### src/rtl/cpu_sys_pio_pkg.sv
// Shared constants for the cpu_sys PIO: register word addresses and parameter limits.
package cpu_sys_pio_pkg;

    localparam int MAX_WIDTH = 32;
    localparam int MIN_SYNC  = 2;

    localparam logic [2:0] ADDR_DATA    = 3'd0;
    localparam logic [2:0] ADDR_DIR     = 3'd1;
    localparam logic [2:0] ADDR_MASK    = 3'd2;
    localparam logic [2:0] ADDR_CAPTURE = 3'd3;
    localparam logic [2:0] ADDR_OUTSET  = 3'd4;
    localparam logic [2:0] ADDR_OUTCLR  = 3'd5;
    localparam logic [2:0] ADDR_POL     = 3'd6;
    localparam logic [2:0] ADDR_ANYEDGE = 3'd7;

endpackage

### src/rtl/cpu_sys_pio_sync.sv
// Multi-flop synchroniser for the asynchronous pin inputs, plus the one-cycle-old
// copy of the synchronised value used for edge detection.
module cpu_sys_pio_sync #(
    parameter int WIDTH       = 8,
    parameter int SYNC_STAGES = 2
) (
    input  logic             clk,
    input  logic             reset_n,
    input  logic [WIDTH-1:0] in_port,
    output logic [WIDTH-1:0] sync_in,
    output logic [WIDTH-1:0] prev
);

    logic [SYNC_STAGES-1:0][WIDTH-1:0] sync_q, sync_d;
    logic [WIDTH-1:0]                  prev_q, prev_d;

    always_comb begin
        sync_d[0] = in_port;
        for (int i = 1; i < SYNC_STAGES; i++) begin
            sync_d[i] = sync_q[i-1];
        end
        prev_d = sync_q[SYNC_STAGES-1];
    end

    always_ff @(posedge clk) begin
        if (!reset_n) begin
            sync_q <= '0;
            prev_q <= '0;
        end else begin
            sync_q <= sync_d;
            prev_q <= prev_d;
        end
    end

    assign sync_in = sync_q[SYNC_STAGES-1];
    assign prev    = prev_q;

endmodule

### src/rtl/cpu_sys_pio_gen2.sv
// Avalon-MM GPIO slave: output/direction registers, per-bit edge capture with
// selectable polarity, masked level interrupt and a registered read mux.
module cpu_sys_pio_gen2
    import cpu_sys_pio_pkg::*;
#(
    parameter int               WIDTH       = 8,
    parameter int               SYNC_STAGES = 2,
    parameter logic [WIDTH-1:0] RESET_OUT   = '0,
    parameter logic [WIDTH-1:0] RESET_DIR   = '0
) (
    input  logic                 clk,
    input  logic                 reset_n,
    input  logic [2:0]           address,
    input  logic                 chipselect,
    input  logic                 write_n,
    input  logic [MAX_WIDTH-1:0] writedata,
    output logic [MAX_WIDTH-1:0] readdata,
    input  logic [WIDTH-1:0]     in_port,
    output logic [WIDTH-1:0]     out_port,
    output logic [WIDTH-1:0]     out_oe,
    output logic                 irq
);

    logic [WIDTH-1:0] sync_in, prev;

    logic [WIDTH-1:0] out_q, out_d;
    logic [WIDTH-1:0] dir_q, dir_d;
    logic [WIDTH-1:0] mask_q, mask_d;
    logic [WIDTH-1:0] cap_q, cap_d;
    logic [WIDTH-1:0] pol_q, pol_d;
    logic [WIDTH-1:0] any_q, any_d;
    logic [MAX_WIDTH-1:0] rd_q, rd_d;

    logic             wr;
    logic [WIDTH-1:0] wd, clr, rise, fall, det;
    logic             unused_wd_hi;

    assign unused_wd_hi = ^writedata;

    cpu_sys_pio_sync #(
        .WIDTH      (WIDTH),
        .SYNC_STAGES(SYNC_STAGES)
    ) u_sync (
        .clk    (clk),
        .reset_n(reset_n),
        .in_port(in_port),
        .sync_in(sync_in),
        .prev   (prev)
    );

    always_comb begin
        wr     = chipselect && !write_n;
        wd     = writedata[WIDTH-1:0];
        out_d  = out_q;
        dir_d  = dir_q;
        mask_d = mask_q;
        pol_d  = pol_q;
        any_d  = any_q;
        clr    = '0;
        if (wr) begin
            case (address)
                ADDR_DATA:    out_d  = wd;
                ADDR_DIR:     dir_d  = wd;
                ADDR_MASK:    mask_d = wd;
                ADDR_CAPTURE: clr    = wd;
                ADDR_OUTSET:  out_d  = out_q | wd;
                ADDR_OUTCLR:  out_d  = out_q & ~wd;
                ADDR_POL:     pol_d  = wd;
                ADDR_ANYEDGE: any_d  = wd;
                default: ;
            endcase
        end

        rise = sync_in & ~prev;
        fall = ~sync_in & prev;
        det  = (any_q & (rise | fall)) | (~any_q & ((pol_q & fall) | (~pol_q & rise)));
        // OR-ing det after the clear lets a fresh edge survive a coincident W1C.
        cap_d = (cap_q & ~clr) | det;

        rd_d = '0;
        case (address)
            ADDR_DATA:    rd_d[WIDTH-1:0] = (sync_in & ~dir_q) | (out_q & dir_q);
            ADDR_DIR:     rd_d[WIDTH-1:0] = dir_q;
            ADDR_MASK:    rd_d[WIDTH-1:0] = mask_q;
            ADDR_CAPTURE: rd_d[WIDTH-1:0] = cap_q;
            ADDR_POL:     rd_d[WIDTH-1:0] = pol_q;
            ADDR_ANYEDGE: rd_d[WIDTH-1:0] = any_q;
            default:      rd_d = '0;
        endcase
    end

    always_ff @(posedge clk) begin
        if (!reset_n) begin
            out_q  <= RESET_OUT;
            dir_q  <= RESET_DIR;
            mask_q <= '0;
            cap_q  <= '0;
            pol_q  <= '0;
            any_q  <= '0;
            rd_q   <= '0;
        end else begin
            out_q  <= out_d;
            dir_q  <= dir_d;
            mask_q <= mask_d;
            cap_q  <= cap_d;
            pol_q  <= pol_d;
            any_q  <= any_d;
            rd_q   <= rd_d;
        end
    end

    assign readdata = rd_q;
    assign out_port = out_q;
    assign out_oe   = dir_q;
    assign irq      = |(cap_q & mask_q);

endmodule
### config.mk
export PLATFORM = sky130hd
export DESIGN_NAME = cpu_sys_pio_gen2
export DESIGN_NICKNAME = d
export VERILOG_FILES = /design/src/rtl/cpu_sys_pio_pkg.sv /design/src/rtl/cpu_sys_pio_sync.sv /design/src/rtl/cpu_sys_pio_gen2.sv
export SDC_FILE = /design/constraint.sdc
export NUM_CORES = 1
export LEC_CHECK = 0
export ABC_AREA = 1
export CAP_MARGIN = 0
export CORE_ASPECT_RATIO = 0.5
export CORE_UTILIZATION = 33
export DETAILED_ROUTE_END_ITERATION = 6
export GPL_ROUTABILITY_DRIVEN = 0
export PLACE_DENSITY = 0.63
export SYNTH_ARGS = -nofsm -noshare
export SYNTH_HDL_FRONTEND = slang
export SYNTH_SLANG_ARGS = --single-unit
### constraint.sdc
create_clock -name clk -period 1.56 [get_ports clk]
set_input_delay 0.312 -clock clk [delete_from_list [all_inputs] [get_ports clk]]
set_output_delay 0.312 -clock clk [all_outputs]
set_load 0.02 [all_outputs]
==> impl_summary.log, run 1 <==
INFO  metric clk-insertion-delay-late = 340 ps
INFO  metric met2RoutedLength = 4.305 mm
INFO  metric postSynthCellCount = roughly 570
INFO  metric cts.hold.buffers_added = 0
INFO  metric number_of_placed_cells_counting_well_taps = roughly 800
INFO  metric via_per_inst = about 4.6
INFO  metric rsz0062_at_grt = no
INFO  metric post-route-min-period = between 1500 and 2000 ps
INFO  metric power_frac_clock = a little over two fifths
INFO  metric synth_commonest_cells = nand2_1 (177), dfxtp_1 (80), inv_1 (75)
INFO  metric drive_gt1_share = between 10 and 15%
INFO  metric power.net_switching = ~1.2 mW
INFO  metric critical_path.endpoint_type = output port
INFO  metric whs_path_depth = 2
INFO  metric synth_area_leader_cell = dfxtp_1
INFO  metric synth_enable_flop_cells = 0
INFO  metric final.setup.tns = 0 ps
INFO  metric outcome = complete, no violations
INFO  metric fp.coreArea = roughly 0.012 mm²
INFO  metric cellLeakagePower = around 2.6 nW
INFO  metric final-hold-violation-count = 0
INFO  metric die_y = a little over 80 µm
INFO  metric layout_worst_path_cycle_share = a little over nine tenths
INFO  metric numCtsBuffers = 9
INFO  metric finalCoreUtilization = 44.61%
INFO  metric reg2reg_setup_slack = between 150 and 200 ps
INFO  metric max-clock-path-buffers = 2
INFO  metric report.final.setup_viol = 0
INFO  metric cap_viol_max_count = 0
INFO  metric class_of_the_most_critical_setup_path = register to output port
INFO  metric finish.instance_area = 0.005329 mm²
INFO  metric finalWorstSetupSlack = 54.24 ps
INFO  metric antenna_found_initial = 0
INFO  metric die_x = 159.3 µm
INFO  metric initialDrtViolationCount = 335
INFO  metric max_clock_freq = around 0.66 GHz
INFO  metric stdcell_count = ~840
INFO  metric sw_frac_of_total = between 20% and 30%
INFO  metric placementRows = 28
INFO  metric synth_flop_cell = dfxtp_1
INFO  metric m1WireLength = 5.471 mm
INFO  metric clock-root-buffer = clkbuf_16
INFO  metric via_count = a little under 4000
INFO  metric flops_latches_synth = 80
INFO  metric timing.critical_path.cells = nand2_1 > nand4_1 > or2_4 > buf_6
INFO  metric route.met3.wl = approximately 860 µm
INFO  metric worstReg2RegEnd = cap_q[1]
INFO  metric floorplan.die_area = roughly 0.013 mm²
INFO  metric biggest_cell_delay_along_the_critical_path = roughly 320 ps
INFO  metric clock_sink_count = 80
INFO  metric grt_first_pass_wirelength = about 17 mm
INFO  metric synth_simple_gate_area_share = 29.47%
INFO  metric min_delay_worst_endpoint = u_sync.sync_in[7]
INFO  metric yosysUniqueCellTypes = 28
INFO  metric peakVddDrop = roughly 470 µV
INFO  metric power.sequential.fraction = between 40 and 50%
INFO  metric detail_route.drc_violations = 0
INFO  metric initial_utilization = around 34%
INFO  metric comb_power_share = approximately an eighth
INFO  metric post_synth_xor_area_fraction = 0%
INFO  metric drt_pass1_iterations = 5
INFO  metric timing.hold.worst.class = register to register
INFO  metric synthAdderAreaFrac = 4.902%
INFO  metric buffer_ports.inserted = 47
INFO  metric grt_pass1_vias = between 3000 and 4000
INFO  metric final_max_slew_violation_count = 0
INFO  metric critPathLaunchType = register
INFO  metric total_power = about 4.8 mW
INFO  metric cellPowerDensity = 898.3 mW/mm²
INFO  metric synthMostInstantiatedCell = nand2_1
INFO  metric fin_worst_skew = 4.289 ps
INFO  metric placed_cell_area = ~0.0050 mm²
INFO  metric grt_max_degree = approximately 50
INFO  metric synthMuxAreaShare = 0%
INFO  metric final_net_count = 732
INFO  metric setup_bufs_post_cts = 0
INFO  metric detail_route.wl_per_cell = 12.79 µm
INFO  metric yosys.area.top_type_share = between 30% and 40%
INFO  metric yosysWarningCount = 0
INFO  metric antenna_cells_inserted = 0
INFO  metric drtAntennaViolNets = 0
INFO  metric critical_path_arrival = about 1200 ps
INFO  metric drt_wl_total = about 11 mm
INFO  metric power_report.internal_total = about 3.6 mW
INFO  metric area_delta_synth_final = 30.48%
INFO  metric postSynth.asyncResetShare = 0%
INFO  metric cpMaxStageDelayCell = dfxtp_2
INFO  metric cp_required = around 1300 ps
INFO  metric dp_hpwl = 7.715 mm
INFO  metric grt_overflow_total = 0
INFO  metric grt.total_usage = ~17%
INFO  metric dp_slack = -232.7 ps
INFO  metric worst_r2r_startpoint = u_sync.sync_in[1]
INFO  metric ys_top_cells_by_area = dfxtp_1 (39%), nand2_1 (16%), inv_1 (6.9%)
INFO  metric critical_path.n_buffers_inverters = 1
INFO  metric critical_path.max_fanout = 2
INFO  metric clkTransAtPathRegs = about 60 ps
INFO  metric synth-compound-area-share = between 10% and 20%
INFO  metric path_delay_family = simple AND/OR/NAND/NOR gates
INFO  metric highest-signal-layer = met4
INFO  metric postSynthAreaPerCell = about 7.1 µm²
INFO  metric worst_hold_slack = 407.0 ps
INFO  metric h_tree_level_count = 3
INFO  metric dominant_combinational_cell_family_by_area_after_synthesis = simple AND/OR/NAND/NOR gates
INFO  metric ports = between 90 and 100
INFO  metric tritoncts = built
INFO  metric syn_std_cell_area = around 0.0041 mm²
INFO  metric rr_worst_depth = 6
INFO  metric synth-seq-area-share = between 30 and 40%
INFO  metric critPathLaunch = cap_q[0]
INFO  metric worstHoldStart = u_sync.sync_d[15]
cell families (layout without fill, tap and decap cells):
kind of cell / after synthesis / count (layout)
buf+inv: 131 / 209
flops: 80 / 80
compound gates: 81 / 81
fa+ha+maj: 16 / 16
simple gates: 264 / 264
other cells: 1 / 24
power groups by stage:
stage | clock network (mW) | registers, mW | logic [mW]
detailed placement | 0 | 2.19 | 0.577
finish | 2.06 | 2.14 | 0.584
floorplan | 0 | 2.19 | 0.342
CTS | 2.10 | 2.14 | 0.574
global placement | 0 | 2.19 | 0.572
global route | 2.17 | 2.15 | 0.633
tightest hold or removal path: cells and delay by family (launching register included):
kind / cells / cell delay [ps]
and+or+nand+nor: 1 / 40
buffers and inverters: 1 / 40
DFF: 1 / 300
per-layer routing:
metal / GRT usage, % / vias up
met3: 4.700 / 9
met4: 3.558 / 0
met2: 25.09 / 162
li1: - / 1979
met5: 0 / -
met1: 24.46 / 1695
how the worst max path moves through the flow:
| stage | endpoint | slack, ps | cells after the start |
|---|---|---|---|
| 2_1_floorplan | mask_q[0] | 420 | 7 |
| 3_3_place_gp | readdata[0] | -250 | 7 |
| 3_5_place_dp | readdata[0] | -230 | 9 |
| 4_1_cts | irq | -70 | 4 |
| 5_1_grt | irq | 1 | 4 |
| 6_report | irq | 50 | 4 |
placed cells by master (no fill, tap or decap):
cell type and instances:
dlymetal6s2s_1 6, nor2_1 16, inv_1 75, nand2_2 1, clkbuf_1 3, buf_6 1
nor2_4 5, nand3_1 19, clkinv_1 1, nand3_4 1, inv_2 4, clkdlybuf4s50_1 22
clkinv_2 3, nand4_1 42, conb_1 24, a211oi_2 2, nand2_4 1, or2_4 1
buf_12 3, a21oi_2 2, inv_4 2, bufinv_16 1, nand2_1 176, o21ai_1 4
a211oi_1 6, dfxtp_1 78, ha_1 16, nand3_2 1, dfxtp_2 2, a21oi_1 47
clkbuf_16 9, buf_4 61, dlygate4sd2_1 18, nor2_8 1, o21ai_0 20
layout make-up:
type	instances	area, µm²
clock inverter	4	45.04
tap	165	206.4
timing repair buffer	111	982.2
sequential	80	1604
clock buffer	12	236.5
fill	1207	6618
multi-input combinational	385	1942
inverter	82	312.8
repair_timing:
action | 4_1_cts | 5_1_grt
pin swaps | 0 | 3
endpoints found under the hold margin | 0 | 0
gates resized for setup | 22 | 14
endpoints found under the setup margin | 19 | 9
Power figures use the tool's default switching activity.
==> inputs of run 2 (changes only) <==
--- a/config.mk
+++ b/config.mk
@@ -6,6 +6,7 @@
 export NUM_CORES = 1
 export LEC_CHECK = 0
 export ABC_AREA = 1
+export ABC_CLOCK_PERIOD_IN_PS = 1560
 export CAP_MARGIN = 0
 export CORE_ASPECT_RATIO = 0.5
 export CORE_UTILIZATION = 33
==> results of run 2 <==
Same layout as run 1: the final DEF is identical, and so are final timing and power.
